==> config.mk <==
export PLATFORM = sky130hd
export DESIGN_NAME = eta_err_monitor
export DESIGN_NICKNAME = d
export VERILOG_FILES = /design/src/rtl/eta_err_pkg.sv /design/src/rtl/eta_abs_err.sv /design/src/rtl/eta_err_monitor.sv
export SDC_FILE = /design/constraint.sdc
export NUM_CORES = 1
export LEC_CHECK = 0
export BUFFER_PORTS_ARGS = -buffer_cell sky130_fd_sc_hd__buf_2
export CAP_MARGIN = 15
export CELL_PAD_IN_SITES_DETAIL_PLACEMENT = 0
export CELL_PAD_IN_SITES_GLOBAL_PLACEMENT = 1
export CORE_MARGIN = 2
export CORE_UTILIZATION = 43
export CTS_BUF_LIST = sky130_fd_sc_hd__clkbuf_2
export DETAILED_ROUTE_END_ITERATION = 8
export GPL_TIMING_DRIVEN = 0
export PLACE_DENSITY_LB_ADDON = 0.05
export SKIP_CTS_REPAIR_TIMING = 1
export SYNTH_ARGS = -nofsm -noshare
export SYNTH_HDL_FRONTEND = slang
export SYNTH_SLANG_ARGS = --single-unit
==> constraint.sdc <==
create_clock -name Clk -period 7.25 [get_ports Clk]
set_input_delay 0.3625 -clock Clk [delete_from_list [all_inputs] [get_ports Clk]]
set_output_delay 0.3625 -clock Clk [all_outputs]
set_load 0.01 [all_outputs]
==> src/rtl/eta_err_pkg.sv <==
// Shared types, accumulator widths and saturating-add helper for the error monitor.
package eta_err_pkg;

  typedef enum logic [1:0] {
    StIdle,
    StAccum,
    StDrain,
    StReport
  } state_e;

  localparam int unsigned SAE_W = 64;
  localparam int unsigned SSE_W = 96;

  // Wide enough that any sum of two operands below 2^SSE_W cannot wrap.
  localparam int unsigned SatW = 128;
  typedef logic [SatW-1:0] sat_t;

  function automatic sat_t sat_add(input sat_t a, input sat_t b, input int unsigned w);
    sat_t sum;
    sat_t lim;
    sum = a + b;
    lim = (sat_t'(1) << w) - sat_t'(1);
    return (sum > lim) ? lim : sum;
  endfunction

endpackage

==> src/rtl/eta_abs_err.sv <==
// Stage-1 absolute error |appx - accr|, one bit wider than the operands so it never overflows.
module eta_abs_err #(
  parameter int unsigned DATA_W = 32
) (
  input  logic signed [DATA_W-1:0] appx_i,
  input  logic signed [DATA_W-1:0] accr_i,
  output logic        [DATA_W:0]   ae_o
);

  logic signed [DATA_W:0] diff;

  assign diff = {appx_i[DATA_W-1], appx_i} - {accr_i[DATA_W-1], accr_i};
  assign ae_o = diff[DATA_W] ? -diff : diff;

endmodule

==> src/rtl/eta_err_monitor.sv <==
// Run-based error statistics for approximate adders: count, error count, max/sum abs error.
// Define ETA_ERR_SSE_EN to add the stage-2 squarer and sum-of-squared-errors accumulator.
module eta_err_monitor
  import eta_err_pkg::*;
#(
  parameter int unsigned DATA_W = 32,
  parameter int unsigned CNT_W  = 32
) (
  input  logic                     Clk,
  input  logic                     Rst,
  input  logic                     clear,
  input  logic                     in_valid,
  output logic                     in_ready,
  input  logic signed [DATA_W-1:0] in_appx,
  input  logic signed [DATA_W-1:0] in_accr,
  input  logic                     in_last,
  output logic                     rpt_valid,
  input  logic                     rpt_ready,
  output logic [CNT_W-1:0]         rpt_count,
  output logic [CNT_W-1:0]         rpt_err_count,
  output logic [DATA_W:0]          rpt_max_ae,
  output logic [SAE_W-1:0]         rpt_sae,
  output logic [SSE_W-1:0]         rpt_sse
);

  state_e state_q, state_d;

  logic              accept;
  logic              flush;
  logic [DATA_W:0]   ae;
  logic              s1_valid_q, s2_valid_q;
  logic [DATA_W:0]   s1_ae_q, s2_ae_q;
  logic [CNT_W-1:0]  cnt_q, cnt_d, err_q, err_d;
  logic [DATA_W:0]   max_q, max_d;
  logic [SAE_W-1:0]  sae_q, sae_d;

  assign in_ready  = ~Rst & ((state_q == StIdle) | (state_q == StAccum));
  assign rpt_valid = (state_q == StReport);
  assign accept    = in_valid & in_ready;
  // Report handshake and clear both wipe pipeline and accumulators.
  assign flush     = clear | ((state_q == StReport) & rpt_ready);

  eta_abs_err #(
    .DATA_W(DATA_W)
  ) u_abs (
    .appx_i(in_appx),
    .accr_i(in_accr),
    .ae_o  (ae)
  );

  always_comb begin
    state_d = state_q;
    unique case (state_q)
      StIdle:   if (accept) state_d = in_last ? StDrain : StAccum;
      StAccum:  if (accept && in_last) state_d = StDrain;
      StDrain:  if (!s1_valid_q && !s2_valid_q) state_d = StReport;
      StReport: if (rpt_ready) state_d = StIdle;
      default:  state_d = StIdle;
    endcase
    if (clear) state_d = StIdle;
  end

  always_ff @(posedge Clk or posedge Rst) begin
    if (Rst) begin
      state_q    <= StIdle;
      s1_valid_q <= 1'b0;
      s2_valid_q <= 1'b0;
      s1_ae_q    <= '0;
      s2_ae_q    <= '0;
    end else begin
      state_q    <= state_d;
      s1_valid_q <= accept & ~flush;
      s2_valid_q <= s1_valid_q & ~flush;
      s1_ae_q    <= ae;
      s2_ae_q    <= s1_ae_q;
    end
  end

  always_comb begin
    cnt_d = cnt_q;
    err_d = err_q;
    max_d = max_q;
    sae_d = sae_q;
    if (flush) begin
      cnt_d = '0;
      err_d = '0;
      max_d = '0;
      sae_d = '0;
    end else if (s2_valid_q) begin
      cnt_d = CNT_W'(sat_add(sat_t'(cnt_q), sat_t'(1), CNT_W));
      if (s2_ae_q != '0) err_d = CNT_W'(sat_add(sat_t'(err_q), sat_t'(1), CNT_W));
      if (s2_ae_q > max_q) max_d = s2_ae_q;
      sae_d = SAE_W'(sat_add(sat_t'(sae_q), sat_t'(s2_ae_q), SAE_W));
    end
  end

  always_ff @(posedge Clk or posedge Rst) begin
    if (Rst) begin
      cnt_q <= '0;
      err_q <= '0;
      max_q <= '0;
      sae_q <= '0;
    end else begin
      cnt_q <= cnt_d;
      err_q <= err_d;
      max_q <= max_d;
      sae_q <= sae_d;
    end
  end

  assign rpt_count     = cnt_q;
  assign rpt_err_count = err_q;
  assign rpt_max_ae    = max_q;
  assign rpt_sae       = sae_q;

`ifdef ETA_ERR_SSE_EN
  logic [2*DATA_W+1:0] sq;
  logic [SSE_W-1:0]    sse_q, sse_d;

  assign sq = s2_ae_q * s2_ae_q;

  always_comb begin
    sse_d = sse_q;
    if (flush) begin
      sse_d = '0;
    end else if (s2_valid_q) begin
      sse_d = SSE_W'(sat_add(sat_t'(sse_q), sat_t'(sq), SSE_W));
    end
  end

  always_ff @(posedge Clk or posedge Rst) begin
    if (Rst) sse_q <= '0;
    else     sse_q <= sse_d;
  end

  assign rpt_sse = sse_q;
`else
  assign rpt_sse = '0;
`endif

endmodule

# After elaboration in Yosys (flattened, before gate mapping)
# Index checks and enable logic that the tools add are counted.
# totals
latchBits	0
ram_bits	0
regBits	231
mem_count	0
romBits	0
elab_cells	67
# classes
muxes	21
div	0
multipliers	0
magnitude_cmp	4
addsub	5
n_reduce_logical	12
eq_ne	7
shifts	0
bitwise	9
# op_table
cell	count
two-way mux 32 bit	7
two-way mux 64 bit	3
two-way mux 33 bit	4
adder 32 x 1 -> 33 bit (second input constant)	2
greater-than comparator 33 x 32 -> 1 bit (second input constant)	2
adder 64 x 33 -> 65 bit	1
greater-than comparator 65 x 64 -> 1 bit (second input constant)	1
greater-than comparator 33 bit	1
negator 33 bit	1
nonzero test 33 bit	1
subtractor 32 x 32 -> 33 bit	1
two-way mux 2 bit	6
case mux 2 bit (4 select lines)	1
!= test 3 x 2 -> 1 bit (second input constant)	2
!= test 3 bit (second input constant)	2
nonzero test 2 bit	3
AND 1 bit	5
== test 2 bit (second input constant)	2
AND reduction 2 bit	2
AND reduction 4 bit	1
== test 2 x 1 -> 1 bit (second input constant)	1
logical AND 1 bit	2
zero test 1 bit	2
zero test 2 bit	1
other kinds (2)	4

# Logic depth before layout (Yosys ltp)
# Gate-level depths: netlist of the first run.
# logic_depth
ltp_word	8
depth_mapped	17

# Modules after synthesis
# A second synthesis of the first run with hierarchy kept.
# unflattened
hier_cells	1934
area_unflattened_um2	16537.1
# by_module_without_submodules
module	area_each_um2	n_inst	cells_per_inst
eta_err_monitor	13663.1	1	1503
eta_abs_err	2874.0	1	431

# Worst setup path after synthesis of the first run
# OpenSTA, ideal clock, no wires.
# synth_timing
path_kind	input to register
from	input Rst
to	register state_q[0]
path_buffers	0
required_ns	7.131
setup_ns	0.119
path_slack_ns	1.222
path_stages	5
t_arrival_ns	5.909
cell_sequence	inv_1 a21oi_1 nor2_1 mux2i_1 nor2_1
# synth_via
elab_chain_cells	6
elab_cells_between_ends	7
cone_classes	eq/ne (2); bitwise (3); reduce/logical (2)
# synth_rtl
element	line_no	source
from (decl)	eta_err_monitor.sv:10	input logic Rst,
NOT 1 bit (*)	eta_err_monitor.sv:37	assign in_ready = ~Rst & ((state_q == StIdle) | (state_q == StAccum));
AND 1 bit (*)	eta_err_monitor.sv:37	
AND 1 bit (*)	eta_err_monitor.sv:39	assign accept = in_valid & in_ready;
logical AND 1 bit	eta_err_monitor.sv:55	StAccum: if (accept && in_last) state_d = StDrain;
!= test 3 x 2 -> 1 bit (no source line)	-	
AND reduction 4 bit (no source line) (*)	-	
to (signal assigned)	eta_err_monitor.sv:65	state_q <= StIdle;
to (signal assigned)	eta_err_monitor.sv:71	state_q <= state_d;
to (decl)	eta_err_monitor.sv:26	state_e state_q, state_d;
# Mark *: on every way between the ends. The rest lies on a longest branch, timed or not.
# A chain may end at the register's enable or synchronous reset.

# Worst setup path in the final report of the first run
# layout_timing
from	register s2_ae_q[0]
to	register sae_q[55], in the netlist rpt_sae[55]
# layout_via
elab_chain_cells	5
# layout_rtl
element	line_no	source
from (decl)	eta_err_monitor.sv:32	logic [DATA_W:0] s1_ae_q, s2_ae_q;
from (signal assigned)	eta_err_monitor.sv:75	s2_ae_q <= s1_ae_q;
adder 64 x 33 -> 65 bit (*)	eta_err_pkg.sv:21	sum = a + b;
greater-than comparator 65 x 64 -> 1 bit	eta_err_pkg.sv:23	return (sum > lim) ? lim : sum;
two-way mux 64 bit (*)	eta_err_pkg.sv:23	
two-way mux 64 bit (*)	eta_err_monitor.sv:89	end else if (s2_valid_q) begin
two-way mux 64 bit (*)	eta_err_monitor.sv:84	if (flush) begin
to (signal assigned)	eta_err_monitor.sv:102	sae_q <= '0;
to (signal assigned)	eta_err_monitor.sv:107	sae_q <= sae_d;
to (decl)	eta_err_monitor.sv:35	logic [SAE_W-1:0] sae_q, sae_d;
# Mark *: on every way between the ends. The rest lies on a longest branch, timed or not. The select of a mux whose other input is x is not followed.

==> impl_results.md, run 1 <==
- Crit path cell chain: ha_1, inv_1, fa_1, nor2b_1, o21a_1, o21ai_1, a21o_1, a211oi_1, o211a_1, o2111ai_1, a21oi_1, a221oi_1, a311oi_1
- Via density per instance: approximately 5.4
- Routed len/inst: between 15 and 20 µm
- Hold Path Class: in -> reg
- Worst hold margin: approximately 0.042 ns
- Worst Tran Pin Value: between 1 and 1.5 ns
- GRT Util Overall: about 26%
- DIE HEIGHT: 199 µm
- Post-layout minimum cycle time: about 4.4 ns
- I/O Buffers: roughly 230
- Worst Setup End Kind: flip-flop
- Period Utilization, post-route: 60.2%
- Max-slew violations: 0
- Final layout net count: roughly 2500
- Type of origin of the critical path: flip-flop
- Rel. slew slack: 25.0%
- Critical path arrival: between 5 and 6 ns
- Count of different cell masters after synthesis: 78
- # IOs: between 300 and 400
- Vias: ~16000
- XOR/XNOR share of the synthesized area: 5.01%
- VDD IR max: 0.0823 mV
- Slowest cell on crit path: a21oi_1
- Final Core Density: approximately 51%
- Status: completed
- Routability Congestion: a little over 0.9
- Mapped Cells: between 1500 and 2000
- Clock transition at the registers of the reported paths: about 0.10 ns
- Layout cell share with drive strength beyond 1: about a fifth
- CP required: roughly 8.0 ns
- Drt pass-1 iters: 5
- Die W: roughly 200 µm
- Power Density: ~190 nW/µm²
- Clk Latency, worst-skew pair: 0.88 ns
- P_leak: between 9 and 10 nW
- Final ANT Viol Nets: 0
- Post-Synth Adder-Cell Area: 8.39%
- Syn Area/Cell: between 8 and 9 µm²
- CP peak stage delay: ~0.93 ns
- Max Clk Rate: 0.229 GHz
- Largest net degree at the start of global routing: about 130
- Clock root buffer: clkbuf_2
- CP max FO: 7
- Largest family of logic cells by synthesized area: compound AO/OA/AOI/OAI gates
- Crit Path Class: reg -> reg
- Initial core utilization: a little over two fifths
- Num rows: ~70
- P&R area growth vs syn: 17.0%
- Mux cell area share after synthesis: under 10%
- Detailed placement HPWL: ~40000 µm
- Mapped Area: 16400 µm²
- DRT iter0 DRCs: 838
- CTS buffer count: 67
- Compound-cell area share of the yosys netlist: approximately 21%
- Clock buffer depth: 3
- DRT Wirelength: around 50000 µm
- Post-synthesis simple-gate area fraction: 19.3%
- Post-synth EDFFs: 0
- Placed cell count: 2776
- Sink Count: about 230
- Synth Register Bits: ~230
- Top_reg_cell synth: dfrtp_1
- Die area: just under 40000 µm²
- Endpoints failing hold: 0
- Total grt overflow: 0
- First-pass GRT wire length: 79500 µm
- Count of final setup violators: 0
- H-Tree Depth: 3
- Core ar.: 37700 µm²
- Yosys warns: 0
- Initial antenna violation count: 2
- Synth async-reset ratio: 100%
- Non-Filler Instances: between 2000 and 3000
- Drt drc: 0
- Vias in the first global route: 14800
- RSZ-0062 raised after global routing: no
- CTS tree: built
- Sequential-to-total area share from yosys stat: 35.2%
- Clock Skew: 0.0807 ns
- Max Cap Viol: 0
==> synth_stat cells, types with 40 or more instances <==
library cell / number / area [µm²]
a21o_1: 49 / 368
a21oi_1: 133 / 666
a31oi_1: 48 / 300
and3_1: 41 / 257
buf_4: 98 / 736
clkbuf_1: 61 / 229
dfrtp_1: 231 / 5780
ha_1: 107 / 1340
inv_1: 114 / 428
mux2i_1: 45 / 450
nand2_1: 148 / 556
nand3_1: 60 / 300
nor2_1: 170 / 638
nor3_1: 46 / 230
o21ai_0: 155 / 776
xnor2_1: 54 / 473
xor2_1: 40 / 350
==> stage by stage <==
| step | power [mW] | setup TNS (ns) | instance area, µm² | worst slack [ns] |
|---|---|---|---|---|
| final | 3.71 | 0 | 19200 | 2.88 |
| after global routing | 4.00 | 0 | 19200 | 2.67 |
| after CTS | 3.74 | 0 | 19100 | 2.92 |
| after detailed placement | 2.81 | 0 | 18600 | 2.74 |
| after global placement | 2.79 | -532.00 | 18600 | -2.32 |
| after floorplan | 2.45 | 0 | 16800 | 0.536 |
==> critical path, delay by kind of cell, from the launching register on <==
family	cells	cell delay, ns
flops	1	0.50
simple gates	1	0.14
compound gates	9	2.98
buf+inv	1	0.05
fa+ha+maj	2	0.63
==> registers in the layout, summed over array words and instances, names as in the netlist <==
signal and flops:
rpt_count 32, s1_valid_q 1, rpt_err_count 32, s1_ae_q 33, rpt_sae 64, rpt_max_ae 33, s2_valid_q 1, s2_ae_q 33
state_q 2
==> report_power, final <==
group	total (mW)	internal, mW	switching [mW]
sequential	1.61	1.44	0.176
combinational	1.19	0.485	0.700
clock	0.910	0.334	0.576
==> worst paths after layout <==
path                                       start                       endpoint  slack [ns]  cells after the start
hold reg to reg            s1_ae_q[20]$_DFF_PP0_          s2_ae_q[20]$_DFF_PP0_        0.34                      0
setup reg to reg            s2_ae_q[0]$_DFF_PP0_        rpt_sae[55]$_DFFE_PP0P_        2.88                     13
max in group asynchronous                    Rst           s1_ae_q[6]$_DFF_PP0_        5.86                      4
min in group asynchronous                    Rst  rpt_err_count[23]$_DFFE_PP0P_        0.21                      3
setup / recovery            s2_ae_q[0]$_DFF_PP0_        rpt_sae[55]$_DFFE_PP0P_        2.88                     13
hold / removal                         rpt_ready         state_q[1]$_DFFE_PP0P_        0.04                      5
==> cell usage in the layout, fill, tap and decap left out, types with 41 or more instances in the layout <==
cell type and n:
a21o_1 49, o21ai_0 155, a21oi_1 133, inv_1 113, xnor2_1 54, nor3_1 46
mux2i_1 45, a31oi_1 48, dfrtp_1 231, clkbuf_1 61, nand2_1 148, and3_1 41
ha_1 107, buf_2 238, nand3_1 60, nor2_1 170, conb_1 96, buf_4 98
clkbuf_2 91
==> cell type report <==
| cell class | count | area (µm²) |
|---|---|---|
| Antenna cell | 3 | 7.51 |
| Timing Repair Buffer | 240 | 1260 |
| Buffer | 169 | 1020 |
| Sequential cell | 231 | 5780 |
| Multi-Input combinational cell | 1518 | 9560 |
| Inverter | 114 | 435 |
| Clock inverter | 15 | 61.3 |
| Fill cell | 3770 | 18500 |
| Tap cell | 511 | 639 |
| Clock buffer | 91 | 455 |
==> routing by layer <==
layer	up-vias	share of wire (%)	global-route usage, %
li1	7647	-	-
met4	0	3.0	9.55
met5	-	0	0
met1	7256	44	33.1
met2	514	46	42.1
met3	96	6.4	5.37
==> logic make-up after synthesis <==
group | Yosys count
and+or+nand+nor | 635
AOI/OAI and AO/OA | 538
buffers and inverters | 283
DFF | 231
adders and majority gates | 109
xor gates and xnor gates | 94
muxes | 46
other | 1
No activity file was read; power rests on OpenSTA's default activity.
==> run 2: changes to the inputs <==
- CORE_UTILIZATION: 43 -> 39
- clock period: 7.25 -> 3.79 ns (I/O delays scaled with it)
==> impl_results.md, run 2 (synthesis results as in run 1) <==
- H-Tree Depth: 3
- Via density per instance: 5.30
- Setup ws final: ~0.18 ns
- CTS tree: built
- Clock buffer depth: 3
- Initial antenna violation count: 2
- Clock root buffer: clkbuf_2
- Total grt overflow: 0
- First-pass GRT wire length: 83100 µm
- Type of origin of the critical path: flip-flop
- Detailed placement HPWL: between 40000 and 50000 µm
- Worst Tran Pin Value: between 0.9 and 1 ns
- Die W: between 200 and 250 µm
- Pint: between 4 and 5 mW
- DP Area: between 15000 and 20000 µm²
- Critical path arrival: between 4 and 5 ns
- Final Core Density: between 40 and 50%
- Post-layout minimum cycle time: ~3.6 ns
- Routed len/inst: 18.1 µm
- Switching Power: about 2.9 mW
- Clock Skew: roughly 0.087 ns
- P&R area growth vs syn: 20.8%
- Reg2reg setup slack: around 0.18 ns
- Initial core utilization: between 30% and 40%
- CP max FO: 10
- Commonest non-fill, non-tap cell in the layout: buf_2
- Max reg flops: between 60 and 70
- # IOs: approximately 330
- I/O Buffers: approximately 230
- Vias: 15700
- Core ar.: roughly 42000 µm²
- CP required: around 4.6 ns
- Rel. slew slack: between 30% and 40%
- Non-Filler Instances: a little under 3000
- Period Utilization, post-route: between 90% and 100%
- Clock transition at the registers of the reported paths: 0.09 ns
- Drt pass-1 iters: 5
- Layout cell share with drive strength beyond 1: between 20% and 30%
- Setup TNS: 0 ns
- Reg power frac: 41.8%
- Post-route cell area: around 20000 µm²
- Overall Power: 7.38 mW
- Final layout net count: around 2600
- Status: completed
- DRT iter0 DRCs: between 800 and 900
- Power Density: around 370 nW/µm²
- Largest net degree at the start of global routing: 43
- Drt drc: 0
- CTS buffer count: approximately 70
- DIE HEIGHT: roughly 210 µm
- Worst hold margin: ~0.022 ns
- Worst Setup End Kind: flip-flop
- DRT Wirelength: between 50000 and 60000 µm
- Sink Count: 231
- Switching share of power: 38.6%
- Most frequent cells in the layout: buf_2, dfrtp_1, nor2_1
- Die area: 43800 µm²
- Clk Latency, worst-skew pair: 0.91 ns
- Routability Congestion: 0.920
- P_leak: 9.70 nW
- Endpoints failing hold: 0
- Max-slew violations: 0
- Count of final setup violators: 0
- Placed cell count: between 2000 and 3000
- Comb pwr share: about a third
- GRT Util Overall: around a quarter
- DP Worst Slack: -0.647 ns
- Final ANT Viol Nets: 0
- Crit Path Class: reg -> reg
- Hold Path Class: in -> reg
- Num rows: 75
- Vias in the first global route: about 15000
- Max Cap Viol: 0
- Clock Power Share: 26.2%
- RSZ-0062 raised after global routing: no
- Max Clk Rate: 0.277 GHz
- VDD IR max: about 0.19 mV
## run 2: worst max-delay path, stage by stage (launching register included)
cell     delay (ns)
dfrtp_2        0.49
ha_2           0.28
and2_1         0.18
and4_1         0.19
buf_4          0.16
nand2_4        0.10
or4b_1         0.52
a21oi_1        0.15
a31oi_1        0.06
or4_4          0.54
nor2b_4        0.16
and2_4         0.22
buf_6          0.15
and3_1         0.17
nor3_2         0.15
## run 2: power by group through the flow
stage	sequential [mW]	combinational [mW]	clock (mW)
after floorplan	2.98	1.70	0
after global placement	3.13	2.23	0
after detailed placement	3.13	2.27	0
after CTS	3.08	2.29	2.01
after global routing	3.12	2.66	2.17
final	3.09	2.36	1.93
## run 2: final timing paths
kind	start	cells after the start	end
min in group asynchronous	Rst	4	rpt_count[25]$_DFFE_PP0P_
worst min register to register	s1_ae_q[13]$_DFF_PP0_	0	s2_ae_q[13]$_DFF_PP0_
max in group asynchronous	Rst	8	s2_ae_q[1]$_DFF_PP0_
worst max-delay path	rpt_count[0]$_DFFE_PP0P_	14	rpt_count[11]$_DFFE_PP0P_
worst max register to register	rpt_count[0]$_DFFE_PP0P_	14	rpt_count[11]$_DFFE_PP0P_
worst min-delay path	in_appx[19]	4	s1_ae_q[19]$_DFF_PP0_
## run 2: per-layer routing
layer	share of wire, %	GRT usage [%]	vias to the layer above
met5	0	0	-
met2	48	40.5	468
met4	2.3	7.81	0
li1	-	-	7694
met3	6.3	4.72	87
met1	43	30.7	7451
## run 2: cell type report
class                           instances  area (µm²)
Sequential cell                       231        5790
Clock inverter                         25         150
Fill cell                            4282       21900
Antenna cell                            2        5.00
Timing Repair Buffer                  272        1620
Multi-Input combinational cell       1518        9690
Clock buffer                           93         465
Buffer                                167        1020
Tap cell                              539         674
Inverter                              114         432
==> run 3: changes to the inputs <==
- ABC_AREA: default -> 1
- CORE_UTILIZATION: 39 -> 37
==> impl_results.md, run 3 <==
- Type of origin of the critical path: flip-flop
- Detailed placement HPWL: approximately 55000 µm
- Compound-cell area share of the yosys netlist: 8.06%
- GRT Util Overall: between 20 and 25%
- Worst Tran Pin Value: roughly 0.85 ns
- Yosys warns: 0
- Routability Congestion: around 0.95
- Comb pwr share: ~33%
- Largest net degree at the start of global routing: 46
- Die area: between 50000 and 60000 µm²
- Critical path arrival: 4.36 ns
- Endpoints failing hold: 1
- Max Cap Viol: 0
- First-pass GRT wire length: roughly 100000 µm
- Initial antenna violation count: 2
- CP required: 4.60 ns
- VDD IR max: ~0.16 mV
- Largest family of logic cells by synthesized area: simple AND/OR/NAND/NOR gates
- H-Tree Depth: 3
- DRT iter0 DRCs: around 1100
- Num rows: between 80 and 90
- Commonest non-fill, non-tap cell in the layout: nand2_1
- Layout cell share with drive strength beyond 1: around 15%
- Multi-input combinational cell area: around 11000 µm²
- Fill cells: 5680
- I/O Buffers: 232
- Pint: 4.26 mW
- Post-synth EDFFs: 0
- Drt pass-1 iters: 6
- Area leader, netlist: dfrtp_1
- Via density per instance: around 4.7
- Count of different cell masters after synthesis: 51
- Die W: about 230 µm
- Synth cell count leaders: nand2_1, inv_1, nor2_1
- CTS tree: built
- Routed len/inst: 15.8 µm
- Worst hold margin: -0.00149 ns
- Max Clk Rate: 0.282 GHz
- Initial core utilization: a little under two fifths
- Clock buffer depth: 3
- Clock Skew: between 0.1 and 0.15 ns
- Post-Synth Adder-Cell Area: under 10%
- P_leak: roughly 13 nW
- Max-slew violations: 0
- Period Utilization, post-route: a little over nine tenths
- Hold Path Class: in -> reg
- P&R area growth vs syn: 18.1%
- Non-Filler Instances: about 4200
- Post-synthesis simple-gate area fraction: between 30 and 40%
- Mapped Area: 19600 µm²
- Sequential-to-total area share from yosys stat: 29.5%
- Total grt overflow: 0
- Power Density: 311 nW/µm²
- DRT Wirelength: ~67000 µm
- Count of final setup violators: 0
- Sink Count: around 230
- CP max FO: 10
- XOR/XNOR share of the synthesized area: between 4 and 5%
- Sequential cell area: approximately 5800 µm²
- Mux cell area share after synthesis: 0%
- Core ar.: roughly 52000 µm²
- Reg power frac: approximately two fifths
- Area contributors post-synth: dfrtp_1, nand2_1, inv_1, ha_1, nor2_1
- Top_reg_cell synth: dfrtp_1
- Mapped Cells: ~3000
- Vias in the first global route: 18900
- Top-count cell post-synth: nand2_1
- Switching share of power: roughly 41%
- Drt drc: 0
- Rel. slew slack: a little over two fifths
- Crit Path Class: reg -> reg
- Syn Area/Cell: between 6 and 7 µm²
- Post-layout minimum cycle time: roughly 3.6 ns
- Reg2reg setup slack: 0.24 ns
- Clock transition at the registers of the reported paths: approximately 0.11 ns
- Clock Power Share: around a quarter
- Clock root buffer: clkbuf_2
- Max reg flops: 64
- Final layout net count: around 3700
- CTS buffer count: a little under 70
- Switching Power: ~2.9 mW
- Overall Power: 7.18 mW
- Most frequent cells in the layout: nand2_1, inv_1, nor2_1
- Top-area cell type share of the netlist area: around 30%
- Worst Setup End Kind: flip-flop
- Clk Latency, worst-skew pair: approximately 0.99 ns
- Status: finished with violations
- RSZ-0062 raised after global routing: no
- Failing checks: negative hold slack
- Synth Register Bits: 231
- Final ANT Viol Nets: 0
- # IOs: roughly 330
- Vias: around 20000
- DIE HEIGHT: about 230 µm
- Placed cell count: 4062
- Setup TNS: 0 ns
- Synth async-reset ratio: 100%
## run 3: per-stage QoR
stage / hold WS [ns] / util (%) / instance area (µm²) / setup WS, ns
6_report: -0.00149 / 44.1 / 23100 / 0.239
5_1_grt: -0.00165 / 44.1 / 23100 / 0.0203
3_3_place_gp: 0.332 / 41.9 / 22000 / -0.999
3_5_place_dp: 0.222 / 42.1 / 22100 / 0.232
4_1_cts: -0.966 / 43.2 / 22600 / 0.179
2_1_floorplan: 0.321 / - / 19900 / 0.579
## run 3: kinds of logic (layout without fill, tap and decap cells)
| logic type | after synthesis | in the layout |
|---|---|---|
| and+or+nand+nor | 1702 | 1702 |
| adders and majority gates | 109 | 109 |
| DFF | 231 | 231 |
| xor gates and xnor gates | 110 | 110 |
| buffers and inverters | 590 | 992 |
| other | 1 | 99 |
| AOI/OAI and AO/OA | 298 | 298 |
## run 3: path summary, 6_finish.rpt
path	to	cells past startpoint	from
max	rpt_sae[24]$_DFFE_PP0P_	16	rpt_sae[0]$_DFFE_PP0P_
min	s1_ae_q[27]$_DFF_PP0_	7	in_appx[27]
max reg2reg	rpt_sae[24]$_DFFE_PP0P_	16	rpt_sae[0]$_DFFE_PP0P_
min reg2reg	s2_ae_q[13]$_DFF_PP0_	0	s1_ae_q[13]$_DFF_PP0_
max in group asynchronous	rpt_sae[25]$_DFFE_PP0P_	7	Rst
min in group asynchronous	state_q[0]$_DFFE_PP0P_	5	Rst
## run 3: power by group through the flow
stage                     combinational (mW)  clock (mW)  sequential, mW
after CTS                               2.32        1.90            2.99
after global routing                    2.73        2.02            3.03
after floorplan                         1.69           0            2.93
after detailed placement                2.31           0            3.04
after global placement                  2.27           0            3.04
final                                   2.40        1.79            2.99
## run 3: layer usage
| layer | vias up | wire (µm) | track usage (%) |
|---|---|---|---|
| li1 | 10300 | - | - |
| met1 | 9191 | 29700 | 30.8 |
| met2 | 451 | 32100 | 41.1 |
| met3 | 105 | 3130 | 3.85 |
| met4 | 0 | 1970 | 9.32 |
| met5 | - | 0 | 0 |
## run 3: worst max-delay path, stage by stage, from the launching register on
cell and delay (ns):
dfrtp_1 0.41, ha_1 0.23, inv_1 0.07, fa_1 0.36
inv_1 0.10, nand3_1 0.07, nand2_1 0.15, a21oi_1 0.15
o21ai_1 0.42, a21oi_2 0.18, o21ai_2 0.31, nand2_2 0.25
inv_1 0.12, buf_4 0.22, buf_6 0.17, o21ai_0 0.08
nand2_1 0.09
## run 3: final cells by class
cell class                      instances  share of cell area [%]
Antenna cell                            3                  0.0325
Buffer                                147                    4.30
Clock buffer                           90                    1.95
Clock inverter                         28                   0.493
Inverter                              443                    7.21
Multi-Input combinational cell       2315                    49.7
Sequential cell                       231                    25.0
Tap cell                              688                    3.72
Timing Repair Buffer                  284                    7.54
